`src/rtl/hop_chain_tester.sv`:
```
// Launch/capture end for hop-chain latency benchmarks.
// Fires a start pulse into the chain, counts cycles until chain_out rises,
// compares against EXP_LAT, and reports pass/fail after NUM_TRIALS trials.
module hop_chain_tester #(
    parameter int unsigned EXP_LAT    = 9,
    parameter int unsigned TIMEOUT    = 31,
    parameter int unsigned CNT_W      = 5,
    parameter int unsigned NUM_TRIALS = 4,
    parameter int unsigned GAP_CYC    = 2
) (
    input  logic             clock0,
    input  logic             rst1_n,
    input  logic             go,
    input  logic             chain_out,
    output logic             start,
    output logic             en,
    output logic             busy,
    output logic             done,
    output logic             pass,
    output logic             err_mismatch,
    output logic             err_timeout,
    output logic             err_spurious,
    output logic [CNT_W-1:0] lat_meas,
    output logic [3:0]       trial_idx
);

    localparam int unsigned GAP_W = (GAP_CYC < 2) ? 1 : $clog2(GAP_CYC + 1);

    typedef enum logic [2:0] {
        S_IDLE   = 3'd0,
        S_LAUNCH = 3'd1,
        S_WAIT   = 3'd2,
        S_GAP    = 3'd3,
        S_DONE   = 3'd4
    } state_t;

    state_t state;
    state_t state_nxt;

    logic [CNT_W-1:0] cnt;
    logic [CNT_W-1:0] cnt_nxt;
    logic [GAP_W-1:0] gcnt;
    logic [GAP_W-1:0] gcnt_nxt;
    logic [GAP_W-1:0] gcnt_inc;
    logic [CNT_W-1:0] lat_nxt;
    logic [3:0]       trial_nxt;
    logic             em_nxt;
    logic             et_nxt;
    logic             es_nxt;
    logic             start_nxt;
    logic             en_nxt;
    logic             busy_nxt;
    logic             done_nxt;
    logic             pass_nxt;

    assign gcnt_inc = gcnt + GAP_W'(1);

    // State and registered-output flops; reset aborts any run immediately.
    always_ff @(posedge clock0 or negedge rst1_n) begin
        if (!rst1_n) begin
            state        <= S_IDLE;
            cnt          <= '0;
            gcnt         <= '0;
            lat_meas     <= '0;
            trial_idx    <= '0;
            err_mismatch <= 1'b0;
            err_timeout  <= 1'b0;
            err_spurious <= 1'b0;
            start        <= 1'b0;
            en           <= 1'b0;
            busy         <= 1'b0;
            done         <= 1'b0;
            pass         <= 1'b0;
        end else begin
            state        <= state_nxt;
            cnt          <= cnt_nxt;
            gcnt         <= gcnt_nxt;
            lat_meas     <= lat_nxt;
            trial_idx    <= trial_nxt;
            err_mismatch <= em_nxt;
            err_timeout  <= et_nxt;
            err_spurious <= es_nxt;
            start        <= start_nxt;
            en           <= en_nxt;
            busy         <= busy_nxt;
            done         <= done_nxt;
            pass         <= pass_nxt;
        end
    end

    // Next-state: arrival wins over timeout when both land in the same cycle.
    always_comb begin
        state_nxt = state;
        case (state)
            S_IDLE, S_DONE: begin
                if (go) state_nxt = S_LAUNCH;
            end
            S_LAUNCH: begin
                state_nxt = chain_out ? S_DONE : S_WAIT;
            end
            S_WAIT: begin
                if (chain_out)                       state_nxt = S_GAP;
                else if (cnt == CNT_W'(TIMEOUT))     state_nxt = S_DONE;
            end
            S_GAP: begin
                if (!chain_out && (gcnt_inc == GAP_W'(GAP_CYC)))
                    state_nxt = (trial_idx < 4'(NUM_TRIALS)) ? S_LAUNCH : S_DONE;
            end
            default: state_nxt = S_IDLE;
        endcase
    end

    // Datapath and output next-values, registered alongside the state.
    always_comb begin
        cnt_nxt   = cnt;
        gcnt_nxt  = gcnt;
        lat_nxt   = lat_meas;
        trial_nxt = trial_idx;
        em_nxt    = err_mismatch;
        et_nxt    = err_timeout;
        es_nxt    = err_spurious;
        case (state)
            S_IDLE, S_DONE: begin
                if (go) begin
                    lat_nxt   = '0;
                    trial_nxt = '0;
                    em_nxt    = 1'b0;
                    et_nxt    = 1'b0;
                    es_nxt    = 1'b0;
                end
            end
            S_LAUNCH: begin
                if (chain_out) es_nxt = 1'b1;
            end
            S_WAIT: begin
                if (chain_out) begin
                    lat_nxt   = cnt;
                    trial_nxt = trial_idx + 4'd1;
                    gcnt_nxt  = '0;
                    if (cnt != CNT_W'(EXP_LAT)) em_nxt = 1'b1;
                end else if (cnt == CNT_W'(TIMEOUT)) begin
                    lat_nxt   = CNT_W'(TIMEOUT);
                    trial_nxt = trial_idx + 4'd1;
                    et_nxt    = 1'b1;
                end
            end
            S_GAP: begin
                gcnt_nxt = chain_out ? '0 : gcnt_inc;
            end
            default: ;
        endcase

        // Latency counter: zero in the launch cycle, saturating at TIMEOUT.
        if (state_nxt == S_LAUNCH)
            cnt_nxt = '0;
        else if (((state == S_LAUNCH) || (state == S_WAIT)) && (cnt != CNT_W'(TIMEOUT)))
            cnt_nxt = cnt + CNT_W'(1);

        start_nxt = (state_nxt == S_LAUNCH);
        busy_nxt  = (state_nxt == S_LAUNCH) || (state_nxt == S_WAIT) || (state_nxt == S_GAP);
        en_nxt    = busy_nxt;
        done_nxt  = (state_nxt == S_DONE);
        pass_nxt  = done_nxt && !(em_nxt || et_nxt || es_nxt);
    end

endmodule

```
`config.mk`:
```
export PLATFORM = sky130hd
export DESIGN_NAME = hop_chain_tester
export DESIGN_NICKNAME = d
export VERILOG_FILES = /design/src/rtl/hop_chain_tester.sv
export SDC_FILE = /design/constraint.sdc
export NUM_CORES = 1
export LEC_CHECK = 0
export BUFFER_PORTS_ARGS = -buffer_cell sky130_fd_sc_hd__buf_2
export CORE_AREA = 4 4 55 57
export CTS_CLUSTER_DIAMETER = 50
export DETAILED_ROUTE_END_ITERATION = 12
export DIE_AREA = 0 0 59 61
export PLACE_DENSITY = 0.84
export SYNTH_ARGS = -nofsm -noshare
export SYNTH_HDL_FRONTEND = slang
export SYNTH_SLANG_ARGS = --single-unit
```
`constraint.sdc`:
```
create_clock -name clock0 -period 1.9 [get_ports clock0]
set_input_delay 0.285 -clock clock0 [delete_from_list [all_inputs] [get_ports clock0]]
set_output_delay 0.285 -clock clock0 [all_outputs]
set_load 0.05 [all_outputs]
```
==> results of run 1 <==
==> registers in the layout, summed over array words and instances, names as in the netlist, 2 cells and up <==
register and flops:
cnt 5, lat_meas 5, trial_idx 4, state 3, gcnt 2
==> where the power goes <==
group / internal (mW) / switching, mW
Sequential: 0.773 / 0.228
Clock: 0.0745 / 0.155
Combinational: 0.566 / 1.11
==> per-stage QoR <==
stage,total power [mW],util,instances
floorplan,2.198,-,133
global placement,2.435,0.5763,176
detailed placement,2.497,0.5763,176
CTS,2.824,0.6066,183
global route,3.116,0.6318,187
finish,2.904,0.6318,187
==> cells in the mapped netlist, drive strengths merged, types with 2 or more instances <==
master  number  area (µm²)
a21oi        6       30.03
a31oi        4       25.02
and3         2       12.51
buf          7       48.79
dfrtp       26       650.6
ha           5       62.56
inv          9       33.78
nand2       17       63.81
nand2b       3       18.77
nand3        5       25.02
nor2        10       37.54
nor3b        2       15.01
nor4b        3       38.79
o21ai        8       40.04
o221ai       2       23.77
xnor2        5       43.79
==> cells in the final DEF (no fill, tap or decap), types with 3 or more instances in the layout <==
master / instances
a21oi_1: 6
a31oi_1: 4
buf_2: 20
buf_4: 6
clkbuf_4: 3
dfrtp_1: 26
ha_1: 3
inv_1: 8
nand2_1: 17
nand2b_1: 3
nand3_1: 5
nor2_1: 9
o21ai_0: 8
xnor2_1: 5
==> timing repair <==
action,4_1_cts,5_1_grt
setup endpoints to repair,13,10
setup buffers,3,4
hold buffers,1,0
resized for setup,4,6
pin swaps,1,2
hold endpoints to repair,26,0
==> logic make-up (layout without fill, tap and decap cells) <==
kind of cell,count (synthesis),after routing,synth area share
and+or+nand+nor,52,52,0.2150
buffers and inverters,16,40,0.06168
muxes,1,1,0.007477
xor gates and xnor gates,6,6,0.03925
AOI/OAI and AO/OA,27,27,0.1439
DFF,26,26,0.4860
adders and majority gates,5,5,0.04673
==> how the worst max path moves through the flow <==
stage	from	end	slack [ns]	cells after the start
finish	cnt[0]	cnt[1]	0.04	8
floorplan	cnt[0]	lat_meas[3]	0.18	8
detailed placement	cnt[0]	lat_meas[4]	-0.09	7
CTS	cnt[0]	cnt[1]	0.002	8
global route	cnt[1]	pass	-0.05	7
global placement	cnt[0]	cnt[1]	-0.0005	7
==> layer usage <==
metal,share of wire,global-route usage
met1,0.43,0.2119
met2,0.50,0.2997
met3,0.042,0.02553
met4,0.021,0.08091
met5,0,0
==> worst max-delay path, stage by stage (launching register included) <==
cell and delay [ns]:
dfrtp_1 0.41, ha_2 0.19, and3_4 0.18, ha_4 0.17
nor3b_2 0.17, a221o_1 0.16, a22oi_2 0.09, buf_6 0.16
a311oi_2 0.24
==> area by class of cell <==
cell class / count / area, µm² / area share
Sequential cell: 26 / 650.6 / 0.4157
Multi-Input combinational cell: 91 / 654.4 / 0.4181
Timing Repair Buffer: 28 / 166.4 / 0.1063
Clock buffer: 3 / 22.52 / 0.01439
Inverter: 9 / 33.78 / 0.02158
Tap cell: 30 / 37.54 / 0.02398
==> summary.txt, run 1 <==
Buffers on Ports: 20
clock skew: 0.005968 ns
core area: 2477 µm²
PwrDens: 1855 nW/µm²
number of flops mapped to enable cells by yosys: 0
post-layout min period: 1.864 ns
share of cells above drive strength 1: 0.2803
worst min path class: primary input to flop
CTS root buffer: clkbuf_4
Mapped Area: 1339 µm²
mean post-synth cell area: 10.07 µm²
DIE HEIGHT: 61 µm
largest net degree at the start of global routing: 27
Final setup viols: 0
Setup TNS: 0 ns
Seq cells post-synth: 26
WL/cell: 14.55 µm
Die W: 59 µm
register area share after synthesis: 0.4860
DP Worst Slack: -0.09276 ns
clk sinks: 26
IO Count: 21
Hold Vio Cnt, Final: 0
Fmax: 0.5364 GHz
Final Net Count: 168
DRC: 0
initial core utilization: 0.5404
Clock Latency Late Sink: 0.32 ns
Routability Congestion: 0.8310
CP arrival: 2.10 ns
Antenna diodes: 0
final worst slack: 0.03578 ns
worst hold slack: 0.3467 ns
Vias/cell: 5.663
TritonCTS clock tree: done
Detailed Routing Iterations Pass 1: 4
initial antenna violation count: 0
synth-to-layout area growth: 16.92%
Slew Viols, Final: 0
Slew headroom: 0.6359
reg-to-reg slack, setup: 0.04 ns
vias in the first global route: 1,050
Worst-Margin Slew: 0.5462 ns
H-tree depth: 1
top_reg_cell synth: dfrtp_1
GRT Total Usage: 0.1727
Die ar.: 3599 µm²
Hold Crit Start: go
Unique masters post-synth: 40
leak pwr: 0.7204 nW
first-pass GRT wire length: 4650 µm
crit path kind: flop to flop
maxcap violations: 0
Synth async-reset ratio: 1.000
CP max FO: 6
Final Instance Area: 1565 µm²
clock tree buffer depth: 2
Setup crit start kind: flop
Final Cycle Share: 0.9812
total CTS buffers: 3
worst hold path stage count: 3
Clock transition at path regs: 0.13 ns
Area after DPL: 1428 µm²
post-route ant nets: 0
Critical Path RT: 2.14 ns
hold path endpoint: done
RR Startpoint: cnt[0]
RSZ-0062 raised after global routing: true
DRT iter0 DRCs: 21
final wirelength: 2720 µm
GR Overflow Total: 0
Gate Count Post-Synth: 133
Crit. End Element: flop
via count: 1,059
cell depth of the worst flop-to-flop path: 8
row cnt: 18
HPWL Detailed: 1936 µm
status: finished, final reports clean
RR Endpoint: cnt[1]
Synth warnings: 0
syn_nets: 142
fill count: 193
peak supply drop: 995.2 µV
No activity file was read; power rests on OpenSTA's default activity.
==> run 2: changes to the inputs <==
--- a/config.mk
+++ b/config.mk
@@ -6,11 +6,12 @@
 export NUM_CORES = 1
 export LEC_CHECK = 0
 export BUFFER_PORTS_ARGS = -buffer_cell sky130_fd_sc_hd__buf_2
-export CORE_AREA = 4 4 55 57
+export CORE_AREA = 4 4 60 62
 export CTS_CLUSTER_DIAMETER = 50
 export DETAILED_ROUTE_END_ITERATION = 12
-export DIE_AREA = 0 0 59 61
-export PLACE_DENSITY = 0.84
+export DIE_AREA = 0 0 64 66
+export GPL_TIMING_DRIVEN = 0
+export PLACE_DENSITY = 0.73
 export SYNTH_ARGS = -nofsm -noshare
 export SYNTH_HDL_FRONTEND = slang
 export SYNTH_SLANG_ARGS = --single-unit
==> run 2 against run 1 <==
Wire length up 2.8%. First-iteration DRC count up 130%. Via count down 0.76%. Cell count up 9.6%. Critical path depth down 1. Worst hold slack worse by 0.0025 ns. Global-route usage down 2.7 points. Sequential cell count unchanged. Die area up 17%. Critical endpoint is now pass.
==> summary.txt, run 2 (same netlist as run 1, synthesis figures left out) <==
status: finished, final reports clean
most frequent cells in the layout: dfrtp_1, buf_2, nand2_1, nor2_1
CTS root buffer: clkbuf_4
DP Worst Slack: -0.08246 ns
DIE HEIGHT: 66 µm
first-pass GRT wire length: 4836 µm
RR Startpoint: cnt[1]
Final Net Count: 171
Crit. End Element: flop
cell depth of the worst flop-to-flop path: 7
Die ar.: 4224 µm²
GRT Total Usage: 0.1461
IO Count: 21
CP max FO: 5
Routability Congestion: 0.8449
biggest regs: cnt x5, lat_meas x5, trial_idx x4
WL/cell: 13.64 µm
Hold Vio Cnt, Final: 0
Final Instance Area: 1609 µm²
Buffers on Ports: 20
Setup crit start: cnt[1]
clk sinks: 26
PwrDens: 1835 nW/µm²
CP endpoint: pass
Slew Viols, Final: 0
initial core utilization: 0.4421
maxcap violations: 0
synth-to-layout area growth: 20.19%
leak pwr: 0.7347 nW
share of cells above drive strength 1: 0.2981
initial antenna violation count: 0
Clock transition at path regs: 0.14 ns
peak supply drop: 529.0 µV
vias in the first global route: 1,098
largest net degree at the start of global routing: 27
Antenna diodes: 0
via count: 1,051
Final Cycle Share: 0.9763
CP arrival: 2.10 ns
fill count: 268
RSZ-0062 raised after global routing: true
TritonCTS clock tree: done
DRC: 0
met2 Track Usage GR: 0.2594
post-route ant nets: 0
post-layout min period: 1.855 ns
Critical Path RT: 2.14 ns
GR Util met3: 0.01701
Area after DPL: 1494 µm²
core area: 3028 µm²
worst min path class: primary input to flop
Setup crit start kind: flop
total CTS buffers: 3
Clock Latency Late Sink: 0.32 ns
Die W: 64 µm
GR Overflow Total: 0
reg-to-reg slack, setup: 0.04 ns
crit path kind: flop to flop
RR Endpoint: pass
gr busiest metal: met2
Detailed Routing Iterations Pass 1: 4
clock tree buffer depth: 2
DRT iter0 DRCs: 49
row cnt: 20
final worst slack: 0.04497 ns
Fmax: 0.5391 GHz
Vias/cell: 5.127
final wirelength: 2796 µm
Slew headroom: 0.6134
Final setup viols: 0
HPWL Detailed: 2044 µm
most common cell after layout, fill and taps aside: dfrtp_1
M1 GR Usage: 0.1741
H-tree depth: 1
clock skew: 0.0008532 ns
Worst-Margin Slew: 0.5799 ns
[run 2: layout make-up]
class                   instances  area, µm²  share of cell area
multi-input cells              91      651.9              0.4051
plain buffers                   7      48.80             0.03033
repair buffers                 24      132.6             0.08243
well taps                      44      55.05             0.03421
clock buffers                   4      36.28             0.02255
inverters                       9      33.78             0.02100
flip-flops and latches         26      650.6              0.4044
[run 2: routing by layer]
layer / vias to the layer above / routed length [µm]
met5: - / 0
met4: 0 / 36
met3: 2 / 57
met2: 12 / 1432
met1: 523 / 1270
li1: 514 / -
[run 2: timing repair]
item,in CTS,in global routing
setup buffers,2,1
endpoints found under the hold margin,26,0
pin swaps,2,6
resized for setup,3,5
hold buffers,1,0
endpoints found under the setup margin,9,9
[run 2: through the flow]
stage | TNS (ns) | util | hold slack, ns | instances | power (mW)
4_1_cts | 0 | 0.5194 | 0.3216 | 204 | 2.884
6_report | 0 | 0.5314 | 0.3442 | 205 | 2.953
3_5_place_dp | -0.4510 | 0.4934 | 0.3206 | 197 | 2.562
2_1_floorplan | 0 | - | -0.01059 | 133 | 2.198
3_3_place_gp | -0.005276 | 0.4934 | 0.3071 | 197 | 2.519
5_1_grt | -0.2289 | 0.5314 | 0.3478 | 205 | 3.168
[run 2: worst max-delay path, cell delays in order, from the launching register on]
cell,delay (ns)
dfrtp_1,0.39
ha_2,0.19
and3_4,0.19
ha_4,0.16
inv_1,0.04
o32a_1,0.35
o221ai_2,0.22
nor4b_4,0.23
[run 2: where the power goes]
group | total, mW | internal, mW | switching [mW] | leakage, nW
Combinational | 1.74 | 0.575 | 1.17 | 0.382
Clock | 0.286 | 0.117 | 0.169 | 0.0210
Sequential | 0.923 | 0.774 | 0.150 | 0.332
Total | 2.95 | 1.47 | 1.49 | 0.735
[run 2: worst min-delay path by stage]
stage | start | endpoint | slack (ns) | cells after the start
2_1_floorplan | rst1_n | busy | -0.01 | 0
3_3_place_gp | rst1_n | start | 0.31 | 1
3_5_place_dp | rst1_n | gcnt[1] | 0.32 | 1
5_1_grt | go | state[2] | 0.35 | 3
4_1_cts | go | state[2] | 0.32 | 3
6_report | go | state[2] | 0.34 | 3
==> run 3: changes to the inputs <==
--- a/config.mk
+++ b/config.mk
@@ -11,7 +11,7 @@
 export DETAILED_ROUTE_END_ITERATION = 12
 export DIE_AREA = 0 0 64 66
 export GPL_TIMING_DRIVEN = 0
-export PLACE_DENSITY = 0.73
+export PLACE_DENSITY = 0.67
 export SYNTH_ARGS = -nofsm -noshare
 export SYNTH_HDL_FRONTEND = slang
 export SYNTH_SLANG_ARGS = --single-unit
==> constraint.sdc (replaced) <==
create_clock -name clock0 -period 2.04 [get_ports clock0]
set_input_delay 0.306 -clock clock0 [delete_from_list [all_inputs] [get_ports clock0]]
set_output_delay 0.306 -clock clock0 [all_outputs]
set_load 0.05 [all_outputs]
==> run 3 against run 2 <==
Design area is 3.6% lower. Worst hold slack improved by 0.028 ns. Clock skew rose by 0.0027 ns. Core utilization fell by 1.9 points. Sequential cell count unchanged. Total power shrank 11%. First-iteration DRC count increased by 14%. Sequential power down 6.9%. Die area unchanged. Count of clock-buffer cells in the layout is 1 lower. Global-route usage rose by 0.42 points. Critical path type unchanged. Critical endpoint unchanged. Largest power group unchanged.
==> summary.txt, run 3 (same netlist as run 1, synthesis figures left out) <==
CTS root buffer: clkbuf_4
worst hold path stage count: 3
worst hold slack: 0.3719 ns
CP Cell Sequence: ha_1 > and3_1 > ha_2 > inv_1 > o32a_1 > o221ai_2 > nor4b_2
first-pass GRT wire length: 4974 µm
leak pwr: 0.7278 nW
Final setup viols: 0
most frequent cells in the layout: dfrtp_1, buf_2, nand2_1, nor2_1
post-route ant nets: 0
critical path's slowest cell: dfrtp_1
Final Cycle Share: 0.9475
PwrDens: 1696 nW/µm²
via count: 1,040
sequential fraction of design power: 0.326
DRC: 0
most common cell after layout, fill and taps aside: dfrtp_1
clock skew: 0.003579 ns
switching share of power: 0.5077
row cnt: 20
Clock transition at path regs: 0.12 ns
Worst-Margin Slew: 0.5764 ns
logic gate share of total power: 0.594
hold path endpoint: state[2]
Setup crit start kind: flop
Slew headroom: 0.6157
RSZ-0062 raised after global routing: false
crit path kind: flop to flop
DP Worst Slack: 0.1003 ns
clock tree buffer depth: 2
status: finished, final reports clean
IO Count: 21
RR Endpoint: pass
Area after DPL: 1494 µm²
H-tree depth: 1
maxcap violations: 0
core area: 3028 µm²
DIE HEIGHT: 66 µm
Critical path buffers and inverters: 1
synth-to-layout area growth: 15.89%
Slew Viols, Final: 0
RR Startpoint: cnt[0]
cell depth of the worst flop-to-flop path: 7
Fmax: 0.5173 GHz
Hold Crit Start: go
Worst path top cell family by delay: compound AO/OA/AOI/OAI gates
Crit. End Element: flop
Die W: 64 µm
initial core utilization: 0.4421
CP peak stage delay: 0.41 ns
Die ar.: 4224 µm²
Hold Vio Cnt, Final: 0
Clock power frac: 0.080
Routability Congestion: 0.8272
peak supply drop: 647.3 µV
DRT iter0 DRCs: 56
post-layout min period: 1.933 ns
Final Net Count: 171
vias in the first global route: 1,057
share of cells above drive strength 1: 0.2625
Final Instance Area: 1551 µm²
Setup TNS: 0 ns
switching power: 1.336 mW
Antenna diodes: 0
worst min path class: primary input to flop
GRT Total Usage: 0.1503
GR Overflow Total: 0
initial antenna violation count: 0
Setup crit start: cnt[0]
P_int: 1.296 mW
TritonCTS clock tree: done
final worst slack: 0.1070 ns
total CTS buffers: 3
Detailed Routing Iterations Pass 1: 4
final wirelength: 2777 µm
CP arrival: 2.16 ns
Clock Latency Late Sink: 0.31 ns
CP max FO: 5
WL/cell: 13.61 µm
reg-to-reg slack, setup: 0.11 ns
clk sinks: 26
Vias/cell: 5.098
final core utilization: 0.5124
biggest regs: cnt x5, lat_meas x5, trial_idx x4
Critical Path RT: 2.27 ns
largest net degree at the start of global routing: 27
Buffers on Ports: 20
HPWL Detailed: 2045 µm
==> run 3: repair_timing <==
action	CTS	global route
endpoints found under the hold margin	26	0
setup buffers	0	3
setup endpoints to repair	0	7
gates resized for setup	0	1
hold buffers	1	0
==> run 3: worst max-delay path by stage <==
stage                     depth (start not counted)  slack, ns          end
after floorplan                                   8       0.32  lat_meas[3]
after global placement                            7       0.10       cnt[1]
after detailed placement                          7       0.10       cnt[1]
after CTS                                         7       0.07       cnt[1]
after global routing                              7      0.001         pass
final                                             7       0.11         pass
==> run 3: worst min-delay path, delay by kind of cell <==
family	cells	cell delay, ns
simple gates	1	0.13
buf+inv	1	0.11
compound gates	1	0.09
==> run 3: area by class of cell <==
cell class	count	area [µm²]
fillers	277	1476
flip-flops and latches	26	650.6
multi-input cells	91	608.1
repair buffers	24	132.6
well taps	44	55.05
plain buffers	7	48.80
inverters	9	33.78
clock buffers	3	22.52
==> run 3: per-layer routing <==
layer | up-vias | track usage | part of all wire
met5 | - | 0 | 0
met4 | 0 | 0.04043 | 0.0097
met3 | 4 | 0.04082 | 0.041
met2 | 28 | 0.2477 | 0.49
met1 | 490 | 0.1932 | 0.46
li1 | 518 | - | -
==> run 3: metrics by stage <==
stage,instances,total power [mW]
floorplan,133,2.048
finish,204,2.632
global placement,197,2.360
CTS,201,2.614
global route,204,2.857
detailed placement,197,2.393
==> run 3: power groups by stage <==
| stage | Clock [mW] | Sequential [mW] | Combinational (mW) |
|---|---|---|---|
| finish | 0.210 | 0.859 | 1.56 |
| global route | 0.247 | 0.894 | 1.72 |
| CTS | 0.225 | 0.866 | 1.52 |
| detailed placement | 0 | 0.877 | 1.52 |
| global placement | 0 | 0.867 | 1.49 |
| floorplan | 0 | 1.27 | 0.776 |
